`config.mk`:
```
export PLATFORM = sky130hd
export DESIGN_NAME = dog_stream_ctrl
export DESIGN_NICKNAME = d
export VERILOG_FILES = /design/src/rtl/dog_pkg.sv /design/src/rtl/dog_delay_line.sv /design/src/rtl/dog_stream_ctrl.sv
export SDC_FILE = /design/constraint.sdc
export NUM_CORES = 1
export LEC_CHECK = 0
export ABC_AREA = 1
export CAP_MARGIN = 20
export CELL_PAD_IN_SITES_DETAIL_PLACEMENT = 1
export CELL_PAD_IN_SITES_GLOBAL_PLACEMENT = 1
export CORE_UTILIZATION = 40
export CTS_BUF_LIST = sky130_fd_sc_hd__clkbuf_16
export DETAILED_ROUTE_END_ITERATION = 12
export PLACE_DENSITY = 0.74
export SYNTH_ARGS = -nofsm -noshare
export SYNTH_HDL_FRONTEND = slang
export SYNTH_SLANG_ARGS = --single-unit
```
`constraint.sdc`:
```
create_clock -name iclk -period 2 [get_ports iclk]
set_input_delay 0.4 -clock iclk [delete_from_list [all_inputs] [get_ports iclk]]
set_output_delay 0.4 -clock iclk [all_outputs]
set_load 0.02 [all_outputs]
```
`src/rtl/dog_pkg.sv`:
```
//==============================================================================
// Module      : dog_pkg
// Description : Shared types and defaults for the DoG frame sequencer.
//               The border flag field is present only when
//               DOG_STREAM_BORDER_EN is defined.
// Revision    : 1.0 - initial release
//==============================================================================
`default_nettype none

package dog_pkg;

    // Default frame geometry.
    localparam int IMG_W_DEF    = 640;
    localparam int IMG_H_DEF    = 480;
    // The DoG subtractor has a single register stage.
    localparam int PIPE_LAT_DEF = 1;
    localparam int BORDER_DEF   = 2;

    // Coordinate fields in the side-band are sized for the largest supported frame.
    localparam int COORD_W      = 16;

    typedef enum logic [1:0] {
        IDLE  = 2'd0,
        RUN   = 2'd1,
        FLUSH = 2'd2,
        DONE  = 2'd3
    } state_t;

    // Side-band that travels alongside the DoG datapath.
    typedef struct packed {
        logic               valid;
        logic [COORD_W-1:0] x;
        logic [COORD_W-1:0] y;
        logic               sof;
        logic               eol;
        logic               eof;
`ifdef DOG_STREAM_BORDER_EN
        logic               border;
`endif
    } sideband_t;

endpackage

`default_nettype wire

```
`src/rtl/dog_delay_line.sv`:
```
//==============================================================================
// Module      : dog_delay_line
// Description : Fixed-depth shift register with asynchronous active-low clear.
// Revision    : 1.0 - initial release
//==============================================================================
`default_nettype none

module dog_delay_line #(
    parameter int DEPTH = 1,
    parameter int WIDTH = 1
) (
    input  logic             clk_i,
    input  logic             rst_ni,
    input  logic [WIDTH-1:0] d_i,
    output logic [WIDTH-1:0] q_o
);

    logic [DEPTH-1:0][WIDTH-1:0] r_stage_q;

    // Shift one stage per clock; stage 0 takes the new input.
    always_ff @(posedge clk_i or negedge rst_ni) begin
        if (!rst_ni) begin
            r_stage_q <= '0;
        end else begin
            for (int i = DEPTH - 1; i > 0; i--) begin
                r_stage_q[i] <= r_stage_q[i-1];
            end
            r_stage_q[0] <= d_i;
        end
    end

    assign q_o = r_stage_q[DEPTH-1];

endmodule

`default_nettype wire

```
`src/rtl/dog_stream_ctrl.sv`:
```
//==============================================================================
// Module      : dog_stream_ctrl
// Description : Frame sequencer for the DoG stage. Tracks pixel position,
//               generates framing/border markers aligned to the DoG output
//               and runs a start/busy/done handshake per frame.
//               Optional feature macro: DOG_STREAM_BORDER_EN (border flag).
// Revision    : 1.0 - initial release
//==============================================================================
`default_nettype none

module dog_stream_ctrl
    import dog_pkg::*;
#(
    parameter int IMG_W    = IMG_W_DEF,
    parameter int IMG_H    = IMG_H_DEF,
    parameter int PIPE_LAT = PIPE_LAT_DEF,
    parameter int BORDER   = BORDER_DEF
) (
    input  logic                     iclk,
    input  logic                     irst_n,
    input  logic                     istart,
    input  logic                     ipix_valid,
    output logic                     odog_valid,
    output logic [$clog2(IMG_W)-1:0] ox,
    output logic [$clog2(IMG_H)-1:0] oy,
    output logic                     osof,
    output logic                     oeol,
    output logic                     oeof,
    output logic                     oborder,
    output logic                     obusy,
    output logic                     odone,
    output logic                     oerr
);

    localparam int c_XW = $clog2(IMG_W);
    localparam int c_YW = $clog2(IMG_H);
    localparam int c_FW = (PIPE_LAT > 1) ? $clog2(PIPE_LAT) : 1;

    localparam logic [c_XW-1:0] c_X_LAST  = c_XW'(IMG_W - 1);
    localparam logic [c_YW-1:0] c_Y_LAST  = c_YW'(IMG_H - 1);
    localparam logic [c_FW-1:0] c_FL_LAST = c_FW'(PIPE_LAT - 1);

    state_t          r_state_q, w_state_d;
    logic [c_XW-1:0] r_x_q, w_x_d;
    logic [c_YW-1:0] r_y_q, w_y_d;
    logic [c_FW-1:0] r_flush_q, w_flush_d;
    logic            r_err_q, w_err_d;

    logic            w_accept;
    logic            w_x_last;
    logic            w_y_last;
    sideband_t       w_sb_in;
    sideband_t       w_sb_out;

    assign w_accept = (r_state_q == RUN) && ipix_valid;
    assign w_x_last = (r_x_q == c_X_LAST);
    assign w_y_last = (r_y_q == c_Y_LAST);

    // State, position, flush counter and sticky error registers.
    always_ff @(posedge iclk or negedge irst_n) begin
        if (!irst_n) begin
            r_state_q <= IDLE;
            r_x_q     <= '0;
            r_y_q     <= '0;
            r_flush_q <= '0;
            r_err_q   <= 1'b0;
        end else begin
            r_state_q <= w_state_d;
            r_x_q     <= w_x_d;
            r_y_q     <= w_y_d;
            r_flush_q <= w_flush_d;
            r_err_q   <= w_err_d;
        end
    end

    // Next-state logic: frame walk in RUN, latency drain in FLUSH, one-cycle DONE.
    always_comb begin
        w_state_d = r_state_q;
        w_x_d     = r_x_q;
        w_y_d     = r_y_q;
        w_flush_d = r_flush_q;
        // Any pixel strobe outside RUN is a protocol error and is not counted.
        w_err_d   = r_err_q | (ipix_valid && (r_state_q != RUN));

        case (r_state_q)
            IDLE: begin
                w_x_d     = '0;
                w_y_d     = '0;
                w_flush_d = '0;
                if (istart) begin
                    w_err_d   = 1'b0;
                    w_state_d = RUN;
                end
            end
            RUN: begin
                if (w_accept) begin
                    if (w_x_last) begin
                        w_x_d = '0;
                        if (w_y_last) begin
                            w_y_d     = '0;
                            w_state_d = FLUSH;
                        end else begin
                            w_y_d = r_y_q + c_YW'(1);
                        end
                    end else begin
                        w_x_d = r_x_q + c_XW'(1);
                    end
                end
            end
            FLUSH: begin
                if (r_flush_q == c_FL_LAST) begin
                    w_flush_d = '0;
                    w_state_d = DONE;
                end else begin
                    w_flush_d = r_flush_q + c_FW'(1);
                end
            end
            DONE: begin
                w_state_d = IDLE;
            end
            default: begin
                w_state_d = IDLE;
            end
        endcase
    end

    // Markers from the pre-increment position; all-zero when no pixel is accepted.
    always_comb begin
        w_sb_in = '0;
        if (w_accept) begin
            w_sb_in.valid  = 1'b1;
            w_sb_in.x      = COORD_W'(r_x_q);
            w_sb_in.y      = COORD_W'(r_y_q);
            w_sb_in.sof    = (r_x_q == '0) && (r_y_q == '0);
            w_sb_in.eol    = w_x_last;
            w_sb_in.eof    = w_x_last && w_y_last;
`ifdef DOG_STREAM_BORDER_EN
            w_sb_in.border = (int'(r_x_q) < BORDER) ||
                             (int'(r_x_q) >= IMG_W - BORDER) ||
                             (int'(r_y_q) < BORDER) ||
                             (int'(r_y_q) >= IMG_H - BORDER);
`endif
        end
    end

    dog_delay_line #(
        .DEPTH (PIPE_LAT),
        .WIDTH ($bits(sideband_t))
    ) u_delay (
        .clk_i  (iclk),
        .rst_ni (irst_n),
        .d_i    (w_sb_in),
        .q_o    (w_sb_out)
    );

    // Side-band is stored as zero when invalid, so the markers are already qualified.
    assign odog_valid = w_sb_out.valid;
    assign ox         = w_sb_out.x[c_XW-1:0];
    assign oy         = w_sb_out.y[c_YW-1:0];
    assign osof       = w_sb_out.sof;
    assign oeol       = w_sb_out.eol;
    assign oeof       = w_sb_out.eof;
`ifdef DOG_STREAM_BORDER_EN
    assign oborder    = w_sb_out.border;
`else
    assign oborder    = 1'b0;
    localparam int c_unused_border = BORDER;
`endif

    assign obusy = (r_state_q == RUN) || (r_state_q == FLUSH);
    assign odone = (r_state_q == DONE);
    assign oerr  = r_err_q;

    // Upper coordinate bits are always zero; they exist only to fit the shared struct.
    logic w_unused_hi;
    assign w_unused_hi = ^{w_sb_out.x[COORD_W-1:c_XW], w_sb_out.y[COORD_W-1:c_YW]};

endmodule

`default_nettype wire

```
Word level (Yosys, flattened, before mapping)
Cells that the tools add are included.

operators by class
  add/sub/neg operators = 3
  eq/ne operators = 11
  multiplexer cells = 18
  bitwise logic cells = 1
  reduce and logical (&&, ||, !) cells = 13

operators with widths
  kind                   number
  $mux 36                1
  $mux 9                 3
  $mux 10                2
  $pmux 10 s2            1
  $pmux 9 s2             1
  $add 10x1->10 const B  1
  $eq 10x10->1 const B   1
  $logic_not 10->1       1
  $mux 2                 5
  $ne 2x2->1 const B     5
  $add 9x1->9 const B    1
  $eq 9x9->1 const B     1
  $logic_not 9->1        1
  $pmux 2 s4             1
  $reduce_and 5->1       1
  $eq 2x2->1 const B     2
  $logic_and 1x1->1      4
  $reduce_bool 2->1      2
  $mux 1                 3
  $reduce_and 3->1       1
  $eq 2x1->1 const B     1
  $logic_not 2->1        1
  $ne 2x1->1 const B     1
  $pmux 1 s2             1
  other kinds (4)        4

word-level totals
  bits in registers = 59
  input bits = 4
  output and inout bits = 27

Longest topological paths before layout
Gate-level depths: netlist of the first run.

  depth after elaboration = 5
  gate-level depth with buffers = 11
  gate-level depth less buffers = 10

By module
From an unflattened synthesis of the first run, not the netlist that was laid out.

unflattened totals
  cell total of the unflattened synthesis = 273
  area, all modules = 2572.5 um^2

modules (own cells, without submodules)
  module           times used  cells each  area an instance (um^2)  sequential area each (um^2)
  dog_stream_ctrl  1           237         1671.6                   550.5
  dog_delay_line   1           36          900.9                    900.9

Worst setup path before layout of the first run
Ideal clock, no wire load.

  path kind = reg-to-reg
  start point = reg r_state_q[1]
  end point = reg r_x_q[4]
  setup time = 0.118 ns
  arrival = 1.332 ns
  data required time = 1.882 ns
  path slack = 0.549 ns
  cell stages (with the launch flop) = 11
  path buffers = 1
  clock period less this slack = 1.451 ns
  cell sequence = dfrtp_1 inv_1 ha_1 buf_6 inv_4 nand2_4 nand2_4 nand2_2 nor2_1 xor2_1 nor2_1

between the ends
  longest elaborated chain between the ends = 4
  elaborated cells between the ends (all ways) = 7

RTL lines
  element                     RTL line                                      source
  start: declaration          dog_stream_ctrl.sv:43                         state_t r_state_q, w_state_d;
  start signal: assignment    dog_stream_ctrl.sv:68                         r_state_q <= w_state_d;
  $eq 2x1->1                  dog_stream_ctrl.sv:55, dog_stream_ctrl.sv:85
  $logic_and 1x1->1           dog_stream_ctrl.sv:55                         assign w_accept = (r_state_q == RUN) && ipix_valid;
  $ne 2x2->1 (no line)        --
  $reduce_and 2->1 (no line)  --
  end signal: assignment      dog_stream_ctrl.sv:69                         r_x_q <= w_x_d;
  end: declaration            dog_stream_ctrl.sv:44                         logic [c_XW-1:0] r_x_q, w_x_d;

Parallel ways exist; a longest one is shown, timed or not.
A chain may end at the register's enable or synchronous reset.

Worst setup path in the final report of the first run
  start point = reg r_state_q[1]
  end point = out odone

between the ends
  longest elaborated chain between the ends = 1

RTL lines
  element           RTL line                source
  $eq 2x2->1        dog_stream_ctrl.sv:171  assign odone = (r_state_q == DONE);
  end: declaration  dog_stream_ctrl.sv:31   output logic odone,

No other way between the ends.

==> results_dict.tcl, run 1 <==
set metrics [dict create \
    tritoncts.num_buffers 5 \
    final.fill_count 614 \
    final.min_clock_period_ps 1860 \
    detail-route-antenna-nets 0 \
    ys_types 24 \
    fp.dieH_um 75.8 \
    final_net_count 309 \
    cts_max_path_buffers 2 \
    fmax_mhz 537 \
    synth.yosys.warnings 0 \
    vias 1847 \
    layout.cells.non_filler 367 \
    number_of_synthesized_flops_with_an_enable_pin 0 \
    number_of_placed_instances_taps_included 360 \
    setup.reg_to_reg.worst_slack_ps 230 \
    finish.instance_area_um2 2700 \
    power.static_leakage_nw 1.28 \
    fin_hold_viols 0 \
    design_power_total_mw 2.88 \
    wire_per_inst_um 15.2 \
    worst-endpoint-required_ps 1600 \
    drt_first_pass_iters 4 \
    route.detailed.drc 0 \
    yosys.area.top_type "sky130_fd_sc_hd__dfrtp_1" \
    synth_area_um2 2180 \
    tritoncts_clock_tree "yes" \
    placement.cell_area_um2 2540 \
    grt_pass1_wl_um 9050 \
    place_congestion 0.889 \
    die-area_um2 5740 \
    antenna_found_initial 0 \
    worst_ep_arrival_time_ps 1460 \
    total_overflow_reported_by_the_global_router 0 \
    crit_path_launch_type "flip-flop" \
    fp-row-count 26 \
    rsz_0062_raised_after_global_routing "false" \
    cts.htree.levels 2 \
    clk_pin_slew_ps 60 \
    synth_sequential_area_ratio_pct 51.8 \
    drive_gt1_share_pct 9.43 \
    worst_r2r_path_depth 9 \
    iteration_0_drc_markers 109 \
    dp_hpwl_um 4180 \
    initial_utilization_pct 42.1 \
    buffer_ports.inserted 29 \
    core_area_um2 5170 \
    fin_util_pct 52.2 \
    synth_area_leaders "sky130_fd_sc_hd__dfrtp_1, sky130_fd_sc_hd__nand2_1, sky130_fd_sc_hd__nor2_1" \
    outcome "complete, no violations" \
    vias_per_std_cell 5.03 \
    worstSetupPathType "reg2out" \
    worstSkewPairLatency_ps 280 \
    holdCritPathClass "in2async" \
    synthesis.instances 262 \
    postSynthRegisterBits 45 \
    power.density_cell_area_nw_per_um2 1070 \
    antennaDiodeCount 0 \
    first_global_vias 1857 \
    synth_fp_nets 274 \
    critical_path.max_fanout 4 \
    worst_r2r_startpoint "r_state_q[1]" \
    setup-tns-final_ps 0 \
    worstSetupEndpointType "primary output" \
    async_reset_ff_share_pct 100 \
    max_transition_viols_final 0 \
    track_usage_pct 21.8 \
    vdd_ir_drop_max_uv 847 \
    worstReg2RegEnd "r_y_q[3]" \
    synth.avg_cell_area_um2 8.30 \
    postSynth.topFlopCell "sky130_fd_sc_hd__dfrtp_1" \
    clock-skew-final_ps 6.67 \
    largest_net_degree_at_the_start_of_global_routing 22 \
    design.portCount 31 \
    cap_violations 0 \
    syn2layout_area_growth_pct 24.1 \
    clk_root_buffer_cell "sky130_fd_sc_hd__clkbuf_16" \
    synthDominantCellAreaShare_pct 51.8 \
    die_width_um 75.8 \
    finalSetupViolations 0 \
    totalWireLength_um 5570 \
    cts.sink_count 45 \
    final_min_period_over_clock_period_pct 93.1 \
]
-- Yosys cell counts (3+ instances only) --
library cell	count
sky130_fd_sc_hd__a21oi_1	7
sky130_fd_sc_hd__dfrtp_1	45
sky130_fd_sc_hd__ha_1	8
sky130_fd_sc_hd__inv_1	30
sky130_fd_sc_hd__nand2_1	59
sky130_fd_sc_hd__nand2_2	4
sky130_fd_sc_hd__nand2_4	3
sky130_fd_sc_hd__nand3_1	17
sky130_fd_sc_hd__nand4_1	8
sky130_fd_sc_hd__nor2_1	48
sky130_fd_sc_hd__nor2_2	3
sky130_fd_sc_hd__nor3_1	6
sky130_fd_sc_hd__o21ai_0	7
sky130_fd_sc_hd__xor2_1	3
-- state kept, by name, summed over array words and instances, names as in the netlist --
signal / count
oerr: 1
r_y_q: 9
r_x_q: 10
u_delay.q_o: 23
r_state_q: 2
-- cell usage in the layout (no fill, tap or decap) --
| master | count |
|---|---|
| sky130_fd_sc_hd__a21oi_1 | 7 |
| sky130_fd_sc_hd__a21oi_2 | 1 |
| sky130_fd_sc_hd__buf_2 | 1 |
| sky130_fd_sc_hd__buf_4 | 4 |
| sky130_fd_sc_hd__bufinv_16 | 1 |
| sky130_fd_sc_hd__clkbuf_16 | 5 |
| sky130_fd_sc_hd__clkdlybuf4s50_1 | 27 |
| sky130_fd_sc_hd__clkinv_2 | 1 |
| sky130_fd_sc_hd__conb_1 | 1 |
| sky130_fd_sc_hd__dfrtp_1 | 45 |
| sky130_fd_sc_hd__dlygate4sd2_1 | 1 |
| sky130_fd_sc_hd__ha_1 | 8 |
| sky130_fd_sc_hd__inv_1 | 30 |
| sky130_fd_sc_hd__inv_2 | 1 |
| sky130_fd_sc_hd__inv_4 | 1 |
| sky130_fd_sc_hd__nand2_1 | 59 |
| sky130_fd_sc_hd__nand2_2 | 4 |
| sky130_fd_sc_hd__nand2_4 | 3 |
| sky130_fd_sc_hd__nand3_1 | 17 |
| sky130_fd_sc_hd__nand3_2 | 2 |
| sky130_fd_sc_hd__nand4_1 | 8 |
| sky130_fd_sc_hd__nor2_1 | 48 |
| sky130_fd_sc_hd__nor2_2 | 3 |
| sky130_fd_sc_hd__nor3_1 | 6 |
| sky130_fd_sc_hd__o21ai_0 | 7 |
| sky130_fd_sc_hd__o21ai_1 | 2 |
| sky130_fd_sc_hd__or2_2 | 1 |
| sky130_fd_sc_hd__xor2_1 | 3 |
-- critical path: stages (launching register included) --
cell	delay [ps]
sky130_fd_sc_hd__dfrtp_1	400
sky130_fd_sc_hd__ha_1	170
sky130_fd_sc_hd__clkdlybuf4s50_1	600
-- routing by layer --
layer  GRT usage, %  part of all wire (%)
met1           29.7                    48
met2           35.8                    47
met3           3.70                   4.3
met4           5.76                   1.0
met5              0                     0
-- stage by stage --
stage                     setup WS [ps]  hold slack, ps
after detailed placement            171             334
after floorplan                     549             104
after global routing               38.4            45.3
final                               137            17.6
after CTS                           119            34.9
after global placement              225             338
-- worst max-delay path by stage --
stage	depth (start not counted)	start	to	slack [ps]
after floorplan	10	r_state_q[1]	r_x_q[4]	550
after global placement	8	ipix_valid	r_y_q[3]	230
after detailed placement	8	ipix_valid	r_y_q[0]	170
after CTS	2	r_state_q[1]	odone	120
after global routing	9	r_state_q[1]	r_y_q[0]	40
final	2	r_state_q[1]	odone	140
-- power breakdown --
part	leakage, nW	switching, mW	internal [mW]
logic	0.579	0.601	0.302
clock network	0.0797	0.332	0.580
registers	0.618	0.0741	0.994
-- kinds of logic (layout without fill, tap and decap cells) --
| logic type | Yosys count | in the layout | share of synthesized area (%) |
|---|---|---|---|
| AO/OA/AOI/OAI | 17 | 17 | 4.08 |
| XOR/XNOR | 3 | 3 | 1.21 |
| adder cells (fa/ha/maj) | 8 | 8 | 4.60 |
| buffers and inverters | 37 | 72 | 7.36 |
| flip-flops | 45 | 45 | 51.8 |
| other | 1 | 1 | 0.172 |
| AND/OR/NAND/NOR | 151 | 151 | 30.8 |
-- cell type report --
cell class	count	area (um^2)	area share, %
Timing Repair Buffer	33	314	11.6
Clock buffer	5	125	4.63
Inverter	32	123	4.54
Multi-Input combinational cell	180	890	32.9
Tap cell	70	87.6	3.24
Sequential cell	45	1130	41.7
Clock inverter	2	35.0	1.30
-- repair_timing --
item | 4_1_cts | 5_1_grt
buffers inserted | 0 | 0
setup endpoints to repair | 1 | 0
gates resized for setup | 1 | 0
hold buffers | 0 | 0
Note: power is estimated with default switching activity, not from simulation.
==> run 2: changes to the inputs <==
CTS_CLUSTER_DIAMETER = 120   (was not set)
PLACE_DENSITY = 0.88   (was 0.74)
==> results_dict.tcl, run 2 (synthesis gave the netlist of run 1 again) <==
set metrics [dict create \
    finalSetupViolations 0 \
    crit_family "buffers and inverters" \
    cts_max_path_buffers 2 \
    drive_gt1_share_pct 9.70 \
    critical_path.cell_chain "ha_1 > clkdlybuf4s50_1" \
    vias 1898 \
    vdd_ir_drop_max_uv 597 \
    fp-row-count 26 \
    post-route-worst-setup-slack_ps 143 \
    worst_ep_arrival_time_ps 1460 \
    track_usage_pct 22.7 \
    worst-endpoint-required_ps 1600 \
    power.static_leakage_nw 1.27 \
    largest_net_degree_at_the_start_of_global_routing 22 \
    tritoncts_clock_tree "yes" \
    total_overflow_reported_by_the_global_router 0 \
    iteration_0_drc_markers 197 \
    placement.setup.worst_slack_ps 150 \
    design.portCount 31 \
    wire_per_inst_um 16.0 \
    first_global_vias 1943 \
    clk_root_buffer_cell "sky130_fd_sc_hd__clkbuf_16" \
    setup-tns-final_ps 0 \
    rsz_0062_raised_after_global_routing "false" \
    worst_r2r_startpoint "r_state_q[1]" \
    core_area_um2 5170 \
    totalWireLength_um 5920 \
    outcome "complete, no violations" \
    detail-route-antenna-nets 0 \
    cap_violations 0 \
    final_cell_mix "sky130_fd_sc_hd__nand2_1, sky130_fd_sc_hd__nor2_1, sky130_fd_sc_hd__dfrtp_1" \
    die-area_um2 5740 \
    clk_pin_slew_ps 60 \
    worstSkewPairLatency_ps 290 \
    initial_utilization_pct 42.1 \
    cts.sink_count 45 \
    final.min_clock_period_ps 1860 \
    fmax_mhz 539 \
    place_congestion 0.867 \
    syn2layout_area_growth_pct 23.9 \
    critical_path_buf_inv_count 1 \
    worst_path_max_delay_cell "sky130_fd_sc_hd__clkdlybuf4s50_1" \
    drt_first_pass_iters 4 \
    timing.hold.ws_ps 516 \
    largest_register_ffs 23 \
    clock-skew-final_ps 5.42 \
    max_transition_viols_final 0 \
    post-cts-setup-buffer-count 0 \
    dp_hpwl_um 4300 \
    buffer_ports.inserted 29 \
    antennaDiodeCount 0 \
    final_min_period_over_clock_period_pct 92.8 \
    worstSetupPathType "reg2out" \
    cts.htree.levels 2 \
    vias_per_std_cell 5.14 \
    final_net_count 310 \
    route.detailed.drc 0 \
    critical_path.max_fanout 4 \
    fp.dieH_um 75.8 \
    tritoncts.num_buffers 5 \
    die_width_um 75.8 \
    layout.cells.most_common "sky130_fd_sc_hd__nand2_1" \
    fin_hold_viols 0 \
    critical_path_start "r_state_q[1]" \
    holdCritPathClass "in2async" \
    grt_pass1_wl_um 9520 \
    power.density_cell_area_nw_per_um2 1040 \
    worstSetupEndpointType "primary output" \
    antenna_found_initial 0 \
    critical_path.max_stage_delay_ps 590 \
    crit_path_launch_type "flip-flop" \
]
-- run 2: layout make-up --
type | instances | area, um^2
Fill cell | 611 | 2480
Sequential cell | 45 | 1130
Multi-Input combinational cell | 180 | 890
Timing Repair Buffer | 34 | 324
Clock buffer | 5 | 125
Inverter | 32 | 123
Tap cell | 70 | 87.6
Clock inverter | 3 | 21.3
-- run 2: path summary, 6_finish.rpt --
check / to / slack [ps] / cells after the start
hold reg to reg: r_x_q[0] / 520 / 1
setup / recovery: odone / 140 / 2
max in group asynchronous: u_delay.q_o[1] / 920 / 3
hold / removal: r_x_q[0] / 520 / 2
setup reg to reg: r_y_q[3] / 180 / 9
min in group iclk: r_x_q[0] / 520 / 1
-- run 2: layer usage --
metal	global-route usage, %	routed length, um
met5	0	0
met4	7.82	102
met3	4.37	164
met2	36.9	2940
met1	30.1	2710
-- run 2: metrics by stage --
| stage | cells | total power [mW] | cell area [um^2] | utilization (%) |
|---|---|---|---|---|
| after floorplan | 262 | 1.73 | 2180 | - |
| after global placement | 360 | 1.97 | 2540 | 49.1 |
| after detailed placement | 360 | 2.01 | 2540 | 49.1 |
| after CTS | 369 | 2.83 | 2700 | 52.1 |
| after global routing | 369 | 2.98 | 2700 | 52.1 |
| final | 369 | 2.81 | 2700 | 52.1 |
-- run 2: what timing repair did --
action                                 in CTS  in global routing
gates resized for setup                     1                  0
hold buffers                                1                  0
setup endpoints to repair                   1                  0
endpoints found under the hold margin      10                  0
-- run 2: worst reg2reg max path, cell delays in order (launching register included) --
cell and delay [ps]:
sky130_fd_sc_hd__dfrtp_1 420, sky130_fd_sc_hd__inv_1 110, sky130_fd_sc_hd__ha_1 310, sky130_fd_sc_hd__nand2_2 130, sky130_fd_sc_hd__inv_1 150, sky130_fd_sc_hd__nand3_2 110, sky130_fd_sc_hd__nand2_4 170, sky130_fd_sc_hd__inv_2 130
sky130_fd_sc_hd__nand2_1 90, sky130_fd_sc_hd__o21ai_1 80
-- run 2: power by group --
group / internal, mW / switching, mW / total [mW]
Sequential: 0.994 / 0.0777 / 1.07
Clock: 0.465 / 0.355 / 0.820
Combinational: 0.304 / 0.617 / 0.920
